===== config.mk =====
export PLATFORM = sky130hd
export DESIGN_NAME = ps2_ram_loader
export DESIGN_NICKNAME = d
export VERILOG_FILES = /design/src/rtl/ps2_pkg.sv /design/src/rtl/ps2_byte_fifo.sv /design/src/rtl/ps2_ram_loader.sv
export SDC_FILE = /design/constraint.sdc
export NUM_CORES = 1
export LEC_CHECK = 0
export BUFFER_PORTS_ARGS = -buffer_cell sky130_fd_sc_hd__buf_2
export CORE_AREA = 2 2 107 78
export CTS_CLUSTER_DIAMETER = 100
export DETAILED_ROUTE_END_ITERATION = 7
export DIE_AREA = 0 0 109 80
export GPL_TIMING_DRIVEN = 1
export PLACE_DENSITY = 0.75
export RECOVER_POWER = 50
export SLEW_MARGIN = 25
export SYNTH_ARGS = -nofsm -noshare
export SYNTH_HDL_FRONTEND = slang
export SYNTH_SLANG_ARGS = --single-unit

===== constraint.sdc =====
create_clock -name clk -period 3.7 [get_ports clk]
set_clock_uncertainty 0.15 [all_clocks]
set_input_delay 0.37 -clock clk [delete_from_list [all_inputs] [get_ports clk]]
set_output_delay 0.37 -clock clk [all_outputs]
set_load 0.02 [all_outputs]

===== src/rtl/ps2_pkg.sv =====
// Shared widths and types for the PS/2 keyboard to display-RAM loader.
package ps2_pkg;

  localparam int unsigned PS2_FRAME_BITS = 11;
  localparam int unsigned PS2_BCNT_W     = 4;
  localparam int unsigned RAM_ADDR_W     = 3;
  localparam int unsigned RAM_DATA_W     = 8;

  typedef logic [RAM_ADDR_W-1:0] ram_addr_t;
  typedef logic [RAM_DATA_W-1:0] ram_data_t;

  // Bit-counter landmarks within one frame: start, data 1..8, parity, stop.
  localparam logic [PS2_BCNT_W-1:0] BCNT_LAST_DATA = PS2_BCNT_W'(RAM_DATA_W);
  localparam logic [PS2_BCNT_W-1:0] BCNT_PARITY    = PS2_BCNT_W'(PS2_FRAME_BITS - 2);

endpackage


===== src/rtl/ps2_byte_fifo.sv =====
// Circular byte FIFO; a push into a full FIFO is accepted when a pop happens in the same cycle.
module ps2_byte_fifo
  import ps2_pkg::*;
#(
  parameter int unsigned FIFO_DEPTH = 8
) (
  input  logic                          clk,
  input  logic                          rst,
  input  logic                          push_i,
  input  ram_data_t                     push_data_i,
  input  logic                          pop_i,
  output ram_data_t                     pop_data_c_o,
  output logic                          full_c_o,
  output logic                          empty_c_o,
  output logic [$clog2(FIFO_DEPTH):0]   count_o
);

  localparam int unsigned PTR_W = $clog2(FIFO_DEPTH);
  localparam int unsigned CNT_W = PTR_W + 1;

  ram_data_t              mem_q [FIFO_DEPTH];
  logic [PTR_W-1:0]       wptr_q, wptr_d;
  logic [PTR_W-1:0]       rptr_q, rptr_d;
  logic [CNT_W-1:0]       count_q, count_d;
  logic                   push_ok_c;
  logic                   pop_ok_c;

  assign full_c_o     = (count_q == CNT_W'(FIFO_DEPTH));
  assign empty_c_o    = (count_q == '0);
  assign pop_data_c_o = mem_q[rptr_q];
  assign count_o      = count_q;

  // Pop is resolved first, so it frees a slot for a same-cycle push.
  assign pop_ok_c  = pop_i & ~empty_c_o;
  assign push_ok_c = push_i & (~full_c_o | pop_ok_c);

  always_comb begin
    wptr_d  = wptr_q;
    rptr_d  = rptr_q;
    count_d = count_q + CNT_W'(push_ok_c) - CNT_W'(pop_ok_c);
    if (push_ok_c) wptr_d = wptr_q + PTR_W'(1);
    if (pop_ok_c)  rptr_d = rptr_q + PTR_W'(1);
  end

  always_ff @(posedge clk) begin
    if (rst) begin
      wptr_q  <= '0;
      rptr_q  <= '0;
      count_q <= '0;
    end else begin
      wptr_q  <= wptr_d;
      rptr_q  <= rptr_d;
      count_q <= count_d;
    end
  end

  always_ff @(posedge clk) begin
    if (push_ok_c) mem_q[wptr_q] <= push_data_i;
  end

endmodule


===== src/rtl/ps2_ram_loader.sv =====
// PS/2 receiver feeding a byte FIFO that drains into the 8x8 display RAM write port.
// Define PS2_PARITY_CHECK_EN to reject frames whose data+parity bits are not odd.
module ps2_ram_loader
  import ps2_pkg::*;
#(
  parameter int unsigned FIFO_DEPTH = 8
) (
  input  logic                          clk,
  input  logic                          rst,
  input  logic                          ps2_clk,
  input  logic                          ps2_data,
  input  logic                          wr_en,
  output logic                          we,
  output ram_addr_t                     inaddr,
  output ram_data_t                     din,
  output logic [$clog2(FIFO_DEPTH):0]   fifo_count,
  output logic                          overflow,
  output logic                          frame_err
);

  // Synchronizers reset to the idle-high line level so reset release makes no edge.
  logic [2:0]             ps2_clk_sync_q;
  logic [1:0]             ps2_data_sync_q;
  logic                   fe_c;
  logic                   bit_c;

  logic [PS2_BCNT_W-1:0]  bcnt_q, bcnt_d;
  ram_data_t              shift_q, shift_d;
`ifdef PS2_PARITY_CHECK_EN
  logic                   parity_q, parity_d;
`endif
  logic                   push_c;
  logic                   frame_bad_c;
  logic                   stop_ok_c;

  ram_data_t              head_c;
  logic                   full_c;
  logic                   empty_c;
  logic                   pop_c;

  logic                   we_q, we_d;
  ram_addr_t              inaddr_q, inaddr_d;
  ram_data_t              din_q, din_d;
  ram_addr_t              wptr_q, wptr_d;
  logic                   overflow_q, overflow_d;
  logic                   frame_err_q, frame_err_d;

  assign fe_c  = ps2_clk_sync_q[2] & ~ps2_clk_sync_q[1];
  assign bit_c = ps2_data_sync_q[1];

`ifdef PS2_PARITY_CHECK_EN
  assign stop_ok_c = bit_c & (^{shift_q, parity_q});
`else
  assign stop_ok_c = bit_c;
`endif

  // Frame receiver: every action is gated by the synchronized falling edge.
  always_comb begin
    bcnt_d      = bcnt_q;
    shift_d     = shift_q;
`ifdef PS2_PARITY_CHECK_EN
    parity_d    = parity_q;
`endif
    push_c      = 1'b0;
    frame_bad_c = 1'b0;
    if (fe_c) begin
      if (bcnt_q == '0) begin
        if (!bit_c) bcnt_d = PS2_BCNT_W'(1);
      end else if (bcnt_q <= BCNT_LAST_DATA) begin
        shift_d = {bit_c, shift_q[RAM_DATA_W-1:1]};
        bcnt_d  = bcnt_q + PS2_BCNT_W'(1);
      end else if (bcnt_q == BCNT_PARITY) begin
`ifdef PS2_PARITY_CHECK_EN
        parity_d = bit_c;
`endif
        bcnt_d   = bcnt_q + PS2_BCNT_W'(1);
      end else begin
        bcnt_d      = '0;
        push_c      = stop_ok_c;
        frame_bad_c = ~stop_ok_c;
      end
    end
  end

  ps2_byte_fifo #(
    .FIFO_DEPTH (FIFO_DEPTH)
  ) u_fifo (
    .clk          (clk),
    .rst          (rst),
    .push_i       (push_c),
    .push_data_i  (shift_q),
    .pop_i        (pop_c),
    .pop_data_c_o (head_c),
    .full_c_o     (full_c),
    .empty_c_o    (empty_c),
    .count_o      (fifo_count)
  );

  assign pop_c = wr_en & ~empty_c;

  // Writer: a pop this cycle becomes a RAM write strobe next cycle.
  always_comb begin
    we_d        = pop_c;
    inaddr_d    = inaddr_q;
    din_d       = din_q;
    wptr_d      = wptr_q;
    overflow_d  = overflow_q | (push_c & full_c & ~pop_c);
    frame_err_d = frame_err_q | frame_bad_c;
    if (pop_c) begin
      din_d    = head_c;
      inaddr_d = wptr_q;
      wptr_d   = wptr_q + RAM_ADDR_W'(1);
    end
  end

  always_ff @(posedge clk) begin
    if (rst) begin
      ps2_clk_sync_q  <= '1;
      ps2_data_sync_q <= '1;
      bcnt_q          <= '0;
      shift_q         <= '0;
`ifdef PS2_PARITY_CHECK_EN
      parity_q        <= 1'b0;
`endif
      we_q            <= 1'b0;
      inaddr_q        <= '0;
      din_q           <= '0;
      wptr_q          <= '0;
      overflow_q      <= 1'b0;
      frame_err_q     <= 1'b0;
    end else begin
      ps2_clk_sync_q  <= {ps2_clk_sync_q[1:0], ps2_clk};
      ps2_data_sync_q <= {ps2_data_sync_q[0], ps2_data};
      bcnt_q          <= bcnt_d;
      shift_q         <= shift_d;
`ifdef PS2_PARITY_CHECK_EN
      parity_q        <= parity_d;
`endif
      we_q            <= we_d;
      inaddr_q        <= inaddr_d;
      din_q           <= din_d;
      wptr_q          <= wptr_d;
      overflow_q      <= overflow_d;
      frame_err_q     <= frame_err_d;
    end
  end

  assign we        = we_q;
  assign inaddr    = inaddr_q;
  assign din       = din_q;
  assign overflow  = overflow_q;
  assign frame_err = frame_err_q;

endmodule


==> impl_summary.txt, run 1 <==
----------------------------------------------------
[Setup path]
  Crit Path Max Fanout ... 9
  Count of buffer and inverter cells on the critical path ... 3
  Cell-by-cell trace of the critical path ... inv_1 > ha_1 > or3b_2 > nand2_1 > inv_1 > ha_1 > inv_1 > ha_1 > fa_1 > xnor2_1 > nor2_1
  Delay-heaviest family, CP ... adder cells
  Endpoint kind of the worst setup timing path ... register
  Required arrival time at the worst endpoint ... between 3 and 4 ns
  Element type at the critical path start ... register
  CP Data Arrival Time ... 3.03 ns
  Slowest stage cell on the critical path ... sky130_fd_sc_hd__or3b_2
  Biggest cell delay along the critical path ... 0.48 ns
  Class of the most critical setup path ... reg -> reg

[Detailed routing]
  Vias post-DR ... 2,633
  1st-pass router iterations ... 4
  Total Routed Length ... 7.97 mm
  Number of design rule violations left after detail routing ... 0
  Via density ... 5.72
  Iteration-0 DRC Markers ... 208
  Routed WL per cell ... 17.3 um
  Antenna viol nets, final ... 0

[Die]
  Area of the die ... 0.00872 sq mm
  Die Ht ... 80 um
  Die X ... 109 um
  IO Pins ... 23
  Core Area ... ~0.0077 sq mm
  Starting utilization of the core area ... 0.566
  Std cell rows ... 27

[Place]
  Cell Area, Placed ... 0.00457 sq mm
  Final HPWL DP ... 5.31 mm
  Number of port buffers ... 22
  Gpl congestion ... 0.843

[Clock network]
  CTS hold repair buffers ... 0
  Clk Latency, worst-skew pair ... ~0.37 ns
  Number of clock sinks ... 108
  TritonCTS clock tree ... done
  Gates resized, CTS repair ... 0
  Worst-case clock buffer depth ... 2
  Clock transition time at the flip-flop clock pins of the worst setup and hold paths ... around 0.10 ns
  Post-CTS Setup Bufs ... 0
  Root cell of the clock tree ... sky130_fd_sc_hd__clkbuf_8
  Total CTS buffers ... 9
  Htree depth ... 3

[Synth]
  Synthesized instance count ... between 300 and 400
  Portion of the post-synthesis area used by sequential elements ... 0.646
  Number of synthesized flops with an enable pin ... between 60 and 70
  Synth Warn # ... 0
  Top-area cell type share of the netlist area ... 0.443
  Post-Synthesis Net Count ... 348
  Top cells by area, synth ... sky130_fd_sc_hd__edfxtp_1, sky130_fd_sc_hd__dfxtp_1, sky130_fd_sc_hd__mux2i_1, sky130_fd_sc_hd__ha_1, sky130_fd_sc_hd__a22oi_1
  Avg Cell Area, Syn ... 13.1 sq um
  Async set-reset flop share out of synthesis ... 0
  Distinct cell type count of the synthesized netlist ... 44
  Cell taking the most area after synthesis ... sky130_fd_sc_hd__edfxtp_1
  Mapped cell area ... 0.00434 sq mm
  Flip-flop and latch count after synthesis ... 108
  Predominant post-synthesis flop cell ... sky130_fd_sc_hd__edfxtp_1

[STA]
  Maximum clock rate ... 334 MHz
  Worst slew pin tran ... about 1.9 ns
  Final Max Tran Viols ... 75
  Final count of negative-setup-slack endpoints ... 0
  Final hold violation count ... 0
  Final setup TNS ... 0 ns
  Hold slack final ... 0.0236 ns
  Worst slew margin ... -0.290
  Unrepaired setup endpoints after global routing ... no
  Crit share post-route ... 0.809
  Post-layout minimum cycle time ... 2.99 ns

[GRT]
  Via count of the first global-routing pass ... 2,480
  Largest net degree at the start of global routing ... 40
  Antenna violations before repair ... 0
  Wire length of the first global-routing pass ... 12.8 mm
  Overflow left after global routing ... 0
  Total track usage ... 0.202

[Layout]
  Area Growth Syn to Fin ... 8.94%
  Layout filler cell count ... 578
  Nets@finish ... 372
  Commonest non-fill, non-tap cells in the layout ... sky130_fd_sc_hd__edfxtp_1, sky130_fd_sc_hd__dfxtp_1, sky130_fd_sc_hd__mux2i_1
  Final instance area ... 0.00473 sq mm
  Commonest non-fill, non-tap cell in the layout ... sky130_fd_sc_hd__edfxtp_1
  Number of diodes ... 0
  Fraction of final layout cells with drive strength greater than 1 ... 0.0975

[Job]
  Maximum capacitance violations ... 2

[Status]
  Failing checks ... max-capacitance violations, max-slew violations
  Status ... complete, but fails checks

[Power and ir drop]
  Worst IR Drop VDD ... 0.555 mV
  Standby leakage power ... between 1.5 and 2 nW
  Power density over the cells ... about 580 mW/mm^2

[Hold path]
  Class of the worst hold path ... in -> reg

----------------------------------------------------
[power by group]
group	total (W)	leakage (nW)	switching, W	internal, W
combinational	0.000607	0.534	0.000316	0.000291
clock	0.000686	0.0971	0.000374	0.000312
sequential	0.00146	0.951	0.000128	0.00133
total	0.00275	1.58	0.000818	0.00193
[area by class of cell]
cell class                      instances  area, sq um  share of cell area
Tap cell                              101          126              0.0267
Clock inverter                          5         53.8              0.0114
Multi-Input combinational cell        196         1440               0.304
Clock buffer                           11          131              0.0278
Inverter                               11         41.3             0.00874
Sequential cell                       108         2800               0.593
Timing Repair Buffer                   28          131              0.0278
[path summary, 6_finish.rpt]
check	startpoint	end	slack [ns]	cells past startpoint
max	u_fifo.count_o[2]$_SDFF_PP0_	u_fifo.count_o[2]$_SDFF_PP0_	0.71	11
min	ps2_data	ps2_data_sync_q[0]$_SDFF_PP1_	0.02	2
max reg2reg	u_fifo.count_o[2]$_SDFF_PP0_	u_fifo.count_o[2]$_SDFF_PP0_	0.71	11
min reg2reg	ps2_data_sync_q[0]$_SDFF_PP1_	ps2_data_sync_q[1]$_SDFF_PP1_	0.27	1
[per-stage QoR]
step	instances	util	total power, W	setup WS [ns]
finish	460	0.616	0.00275	0.708
global route	460	0.616	0.00290	0.491
CTS	460	0.620	0.00278	0.859
detailed placement	444	0.595	0.00210	0.876
global placement	444	0.595	0.00208	0.946
floorplan	330	-	0.00194	0.907
[kinds of logic (layout without fill, tap and decap cells)]
| kind of cell | after synthesis | count (layout) | share of synthesized area |
|---|---|---|---|
| AO/OA/AOI/OAI | 63 | 63 | 0.0969 |
| flip-flops | 108 | 108 | 0.646 |
| buffers and inverters | 26 | 55 | 0.0237 |
| adder cells (fa/ha/maj) | 13 | 13 | 0.0392 |
| multiplexers | 34 | 34 | 0.0787 |
| XOR/XNOR | 8 | 8 | 0.0162 |
| AND/OR/NAND/NOR | 78 | 78 | 0.0992 |
[registers in the layout (all words and copies together) (netlist names)]
signal,flops
din,8
wptr_q,3
bcnt_q,4
u_fifo.mem_q,64
u_fifo.count_o,4
u_fifo.rptr_q,3
frame_err,1
inaddr,3
we,1
u_fifo.wptr_q,3
overflow,1
ps2_clk_sync_q,3
ps2_data_sync_q,2
shift_q,8
[routing by layer]
metal / vias to the layer above / part of all wire / GRT usage
met4: 0 / 0.0061 / 0.0615
met1: 1286 / 0.47 / 0.290
li1: 1275 / - / -
met3: 4 / 0.064 / 0.0612
met5: - / 0 / 0
met2: 68 / 0.46 / 0.296
[Yosys cell counts, types with 2 or more instances]
master                     instances
sky130_fd_sc_hd__nor3_1            2
sky130_fd_sc_hd__mux2i_1          33
sky130_fd_sc_hd__nand2b_1          3
sky130_fd_sc_hd__nand3_1          12
sky130_fd_sc_hd__a21o_1            2
sky130_fd_sc_hd__inv_2             2
sky130_fd_sc_hd__nor2b_1           8
sky130_fd_sc_hd__a32o_1            8
sky130_fd_sc_hd__buf_1             3
sky130_fd_sc_hd__xnor2_1           5
sky130_fd_sc_hd__ha_1             12
sky130_fd_sc_hd__or2_2             5
sky130_fd_sc_hd__a22oi_1          16
sky130_fd_sc_hd__nand2_1          14
sky130_fd_sc_hd__a31oi_1           2
sky130_fd_sc_hd__a21oi_1          19
sky130_fd_sc_hd__clkbuf_1          8
sky130_fd_sc_hd__nor2_1           20
sky130_fd_sc_hd__edfxtp_1         64
sky130_fd_sc_hd__buf_2             4
sky130_fd_sc_hd__dfxtp_1          44
sky130_fd_sc_hd__or4_1             2
sky130_fd_sc_hd__inv_1             9
sky130_fd_sc_hd__xor2_1            3
sky130_fd_sc_hd__o21ai_0          11
No activity file was read; power rests on OpenSTA's default activity.
==> inputs of run 2 (changes only) <==
- CORE_AREA: 2 2 107 78 -> 2 2 111 80
- DIE_AREA: 0 0 109 80 -> 0 0 113 82
- PLACE_DENSITY: 0.75 -> 0.73
- clock period: 3.7 -> 2.66 ns (I/O delays scaled with it)
==> impl_summary.txt, run 2 (synthesized netlist as in run 1, its figures left out) <==
----------------------------------------------------
[GRT]
  Antenna violations before repair ... 0
  Largest net degree at the start of global routing ... 29
  Wire length of the first global-routing pass ... 13.4 mm
  Total track usage ... 0.197
  Overflow left after global routing ... 0
  Via count of the first global-routing pass ... 2,609

[Layout]
  Max reg flops ... 64
  Commonest non-fill, non-tap cell in the layout ... sky130_fd_sc_hd__edfxtp_1
  Top reg by flops ... u_fifo.mem_q
  Layout filler cell count ... 682
  Fraction of final layout cells with drive strength greater than 1 ... 0.145
  Number of diodes ... 0
  Area Growth Syn to Fin ... 14.5%
  Nets@finish ... 386
  Commonest non-fill, non-tap cells in the layout ... sky130_fd_sc_hd__edfxtp_1, sky130_fd_sc_hd__dfxtp_1, sky130_fd_sc_hd__mux2i_1

[Die]
  Starting utilization of the core area ... 0.525
  IO Pins ... 23
  Area of the die ... about 0.0093 sq mm
  Die X ... 113 um
  Die Ht ... 82 um
  Core Area ... 0.00827 sq mm
  Std cell rows ... 28

[Power and ir drop]
  Fraction of power consumed by sequential logic ... 0.474
  Power density over the cells ... 841 mW/mm^2
  Part of the total power dissipated in combinational logic ... 0.233
  Switch Pwr ... between 0.001 and 0.0015 W
  Internal power ... 0.00293 W
  Total power consumption of the routed design ... 0.00418 W
  Net Sw Frac ... 0.299
  Standby leakage power ... 1.69 nW
  Worst IR Drop VDD ... 0.365 mV
  Clock network power share ... 0.293

[Hold path]
  Hold path startpoint ... wr_en
  Class of the worst hold path ... in -> reg
  Depth of the worst hold-timing path ... 4
  Capture endpoint of the worst hold path ... wptr_q[2]$_SDFFE_PP0P_

[Setup path]
  Startpoint of the worst register-to-register path ... u_fifo.count_o[2]$_SDFF_PP0_
  Required arrival time at the worst endpoint ... 2.74 ns
  Element type at the critical path start ... register
  Class of the most critical setup path ... reg -> reg
  Worst r2r path cells ... 11
  Reg-to-reg setup timing slack ... between 0.15 and 0.2 ns
  Endpoint kind of the worst setup timing path ... register
  CP Data Arrival Time ... 2.59 ns
  Terminus of the critical flop-to-flop path ... u_fifo.count_o[2]$_SDFF_PP0_
  Crit Path Max Fanout ... 3

[STA]
  Post-layout minimum cycle time ... 2.50 ns
  Final setup TNS ... 0 ns
  Unrepaired setup endpoints after global routing ... no
  Crit share post-route ... 0.942
  Final count of negative-setup-slack endpoints ... 0
  Maximum clock rate ... 399 MHz
  Final Max Tran Viols ... 0
  Worst slew pin tran ... between 0.7 and 0.8 ns
  Final hold violation count ... 0
  Hold slack final ... 0.168 ns
  Worst slew margin ... 0.508
  Setup ws final ... 0.155 ns

[Place]
  Final HPWL DP ... 5.46 mm
  Gpl congestion ... 0.752
  Number of port buffers ... 22
  Pre-CTS WS ... 0.0613 ns

[Clock network]
  Post-CTS Setup Bufs ... 0
  Number of clock sinks ... around 110
  Clock transition time at the flip-flop clock pins of the worst setup and hold paths ... 0.07 ns
  Clk Latency, worst-skew pair ... about 0.35 ns
  Htree depth ... 3
  TritonCTS clock tree ... done
  Root cell of the clock tree ... sky130_fd_sc_hd__clkbuf_16
  Worst-case clock buffer depth ... 2
  Total CTS buffers ... 9

[Detailed routing]
  Number of design rule violations left after detail routing ... 4
  Antenna viol nets, final ... 0
  1st-pass router iterations ... 6
  Total Routed Length ... 8.35 mm
  Via density ... 5.58
  Iteration-0 DRC Markers ... 173
  Routed WL per cell ... 17.5 um
  Vias post-DR ... 2,669

[Job]
  Maximum capacitance violations ... 0

[Status]
  Status ... complete, but fails checks
  Failing checks ... design-rule violations

----------------------------------------------------
[run 2: cell count changes in the layout (fill, tap and decap cells not counted), sizes merged]
cell,before,now
buf,9,20
clkinvlp,0,2
dlygate4sd3,0,2
bufinv,1,0
clkbuf,30,29
inv,11,12
[run 2: worst max path at each step]
stage                                      start                            to  slack [ns]  cells after the start
floorplan           u_fifo.count_o[2]$_SDFF_PP0_  u_fifo.count_o[2]$_SDFF_PP0_       0.005                     11
global placement    u_fifo.count_o[2]$_SDFF_PP0_  u_fifo.count_o[2]$_SDFF_PP0_        0.14                     11
detailed placement  u_fifo.count_o[2]$_SDFF_PP0_  u_fifo.count_o[2]$_SDFF_PP0_        0.06                     11
CTS                 u_fifo.count_o[2]$_SDFF_PP0_  u_fifo.count_o[2]$_SDFF_PP0_        0.04                     11
global route        u_fifo.count_o[2]$_SDFF_PP0_  u_fifo.count_o[2]$_SDFF_PP0_       0.007                     11
finish              u_fifo.count_o[2]$_SDFF_PP0_  u_fifo.count_o[2]$_SDFF_PP0_        0.16                     11
[run 2: area by class of cell]
cell class                      instances  area (sq um)  share of cell area
Clock inverter                          7          51.3              0.0103
Tap cell                              105           131              0.0265
Timing Repair Buffer                   42           254              0.0511
Clock buffer                            9           225              0.0454
Multi-Input combinational cell        196          1460               0.294
Inverter                               11          41.3             0.00831
Sequential cell                       108          2800               0.565
[run 2: per-stage QoR]
stage | cell area, sq um | util | std cells
after CTS | 4990 | 0.603 | 478
after detailed placement | 4690 | 0.567 | 460
after floorplan | 4360 | - | 330
after global routing | 4970 | 0.601 | 478
after global placement | 4690 | 0.567 | 460
final | 4970 | 0.601 | 478
[run 2: routing by layer]
layer / GRT usage / routed length [um] / up-vias
met4: 0.0585 / 88 / 0
li1: - / - / 1303
met3: 0.0531 / 444 / 9
met5: 0 / 0 / -
met2: 0.328 / 3910 / 47
met1: 0.257 / 3910 / 1310
[run 2: worst max-delay path, stage by stage (launching register included)]
cell,delay [ns]
sky130_fd_sc_hd__dfxtp_1,0.31
sky130_fd_sc_hd__inv_1,0.10
sky130_fd_sc_hd__ha_1,0.18
sky130_fd_sc_hd__or3b_4,0.41
sky130_fd_sc_hd__nand2_4,0.08
sky130_fd_sc_hd__inv_2,0.04
sky130_fd_sc_hd__ha_1,0.26
sky130_fd_sc_hd__inv_1,0.04
sky130_fd_sc_hd__ha_1,0.20
sky130_fd_sc_hd__fa_1,0.39
sky130_fd_sc_hd__xnor2_1,0.18
sky130_fd_sc_hd__nor2_1,0.05
[run 2: power groups by stage]
stage | Combinational, W | Sequential [W] | Clock [W]
2_1_floorplan | 0.000674 | 0.00203 | 0
3_3_place_gp | 0.000951 | 0.00201 | 0
3_5_place_dp | 0.000983 | 0.00201 | 0
4_1_cts | 0.000992 | 0.00198 | 0.00125
5_1_grt | 0.00108 | 0.00199 | 0.00132
6_report | 0.000973 | 0.00198 | 0.00123
[run 2: repair_timing]
action	in CTS	in global routing
resized for setup	0	1
hold endpoints to repair	2	0
setup endpoints to repair	0	3
hold buffers	2	0
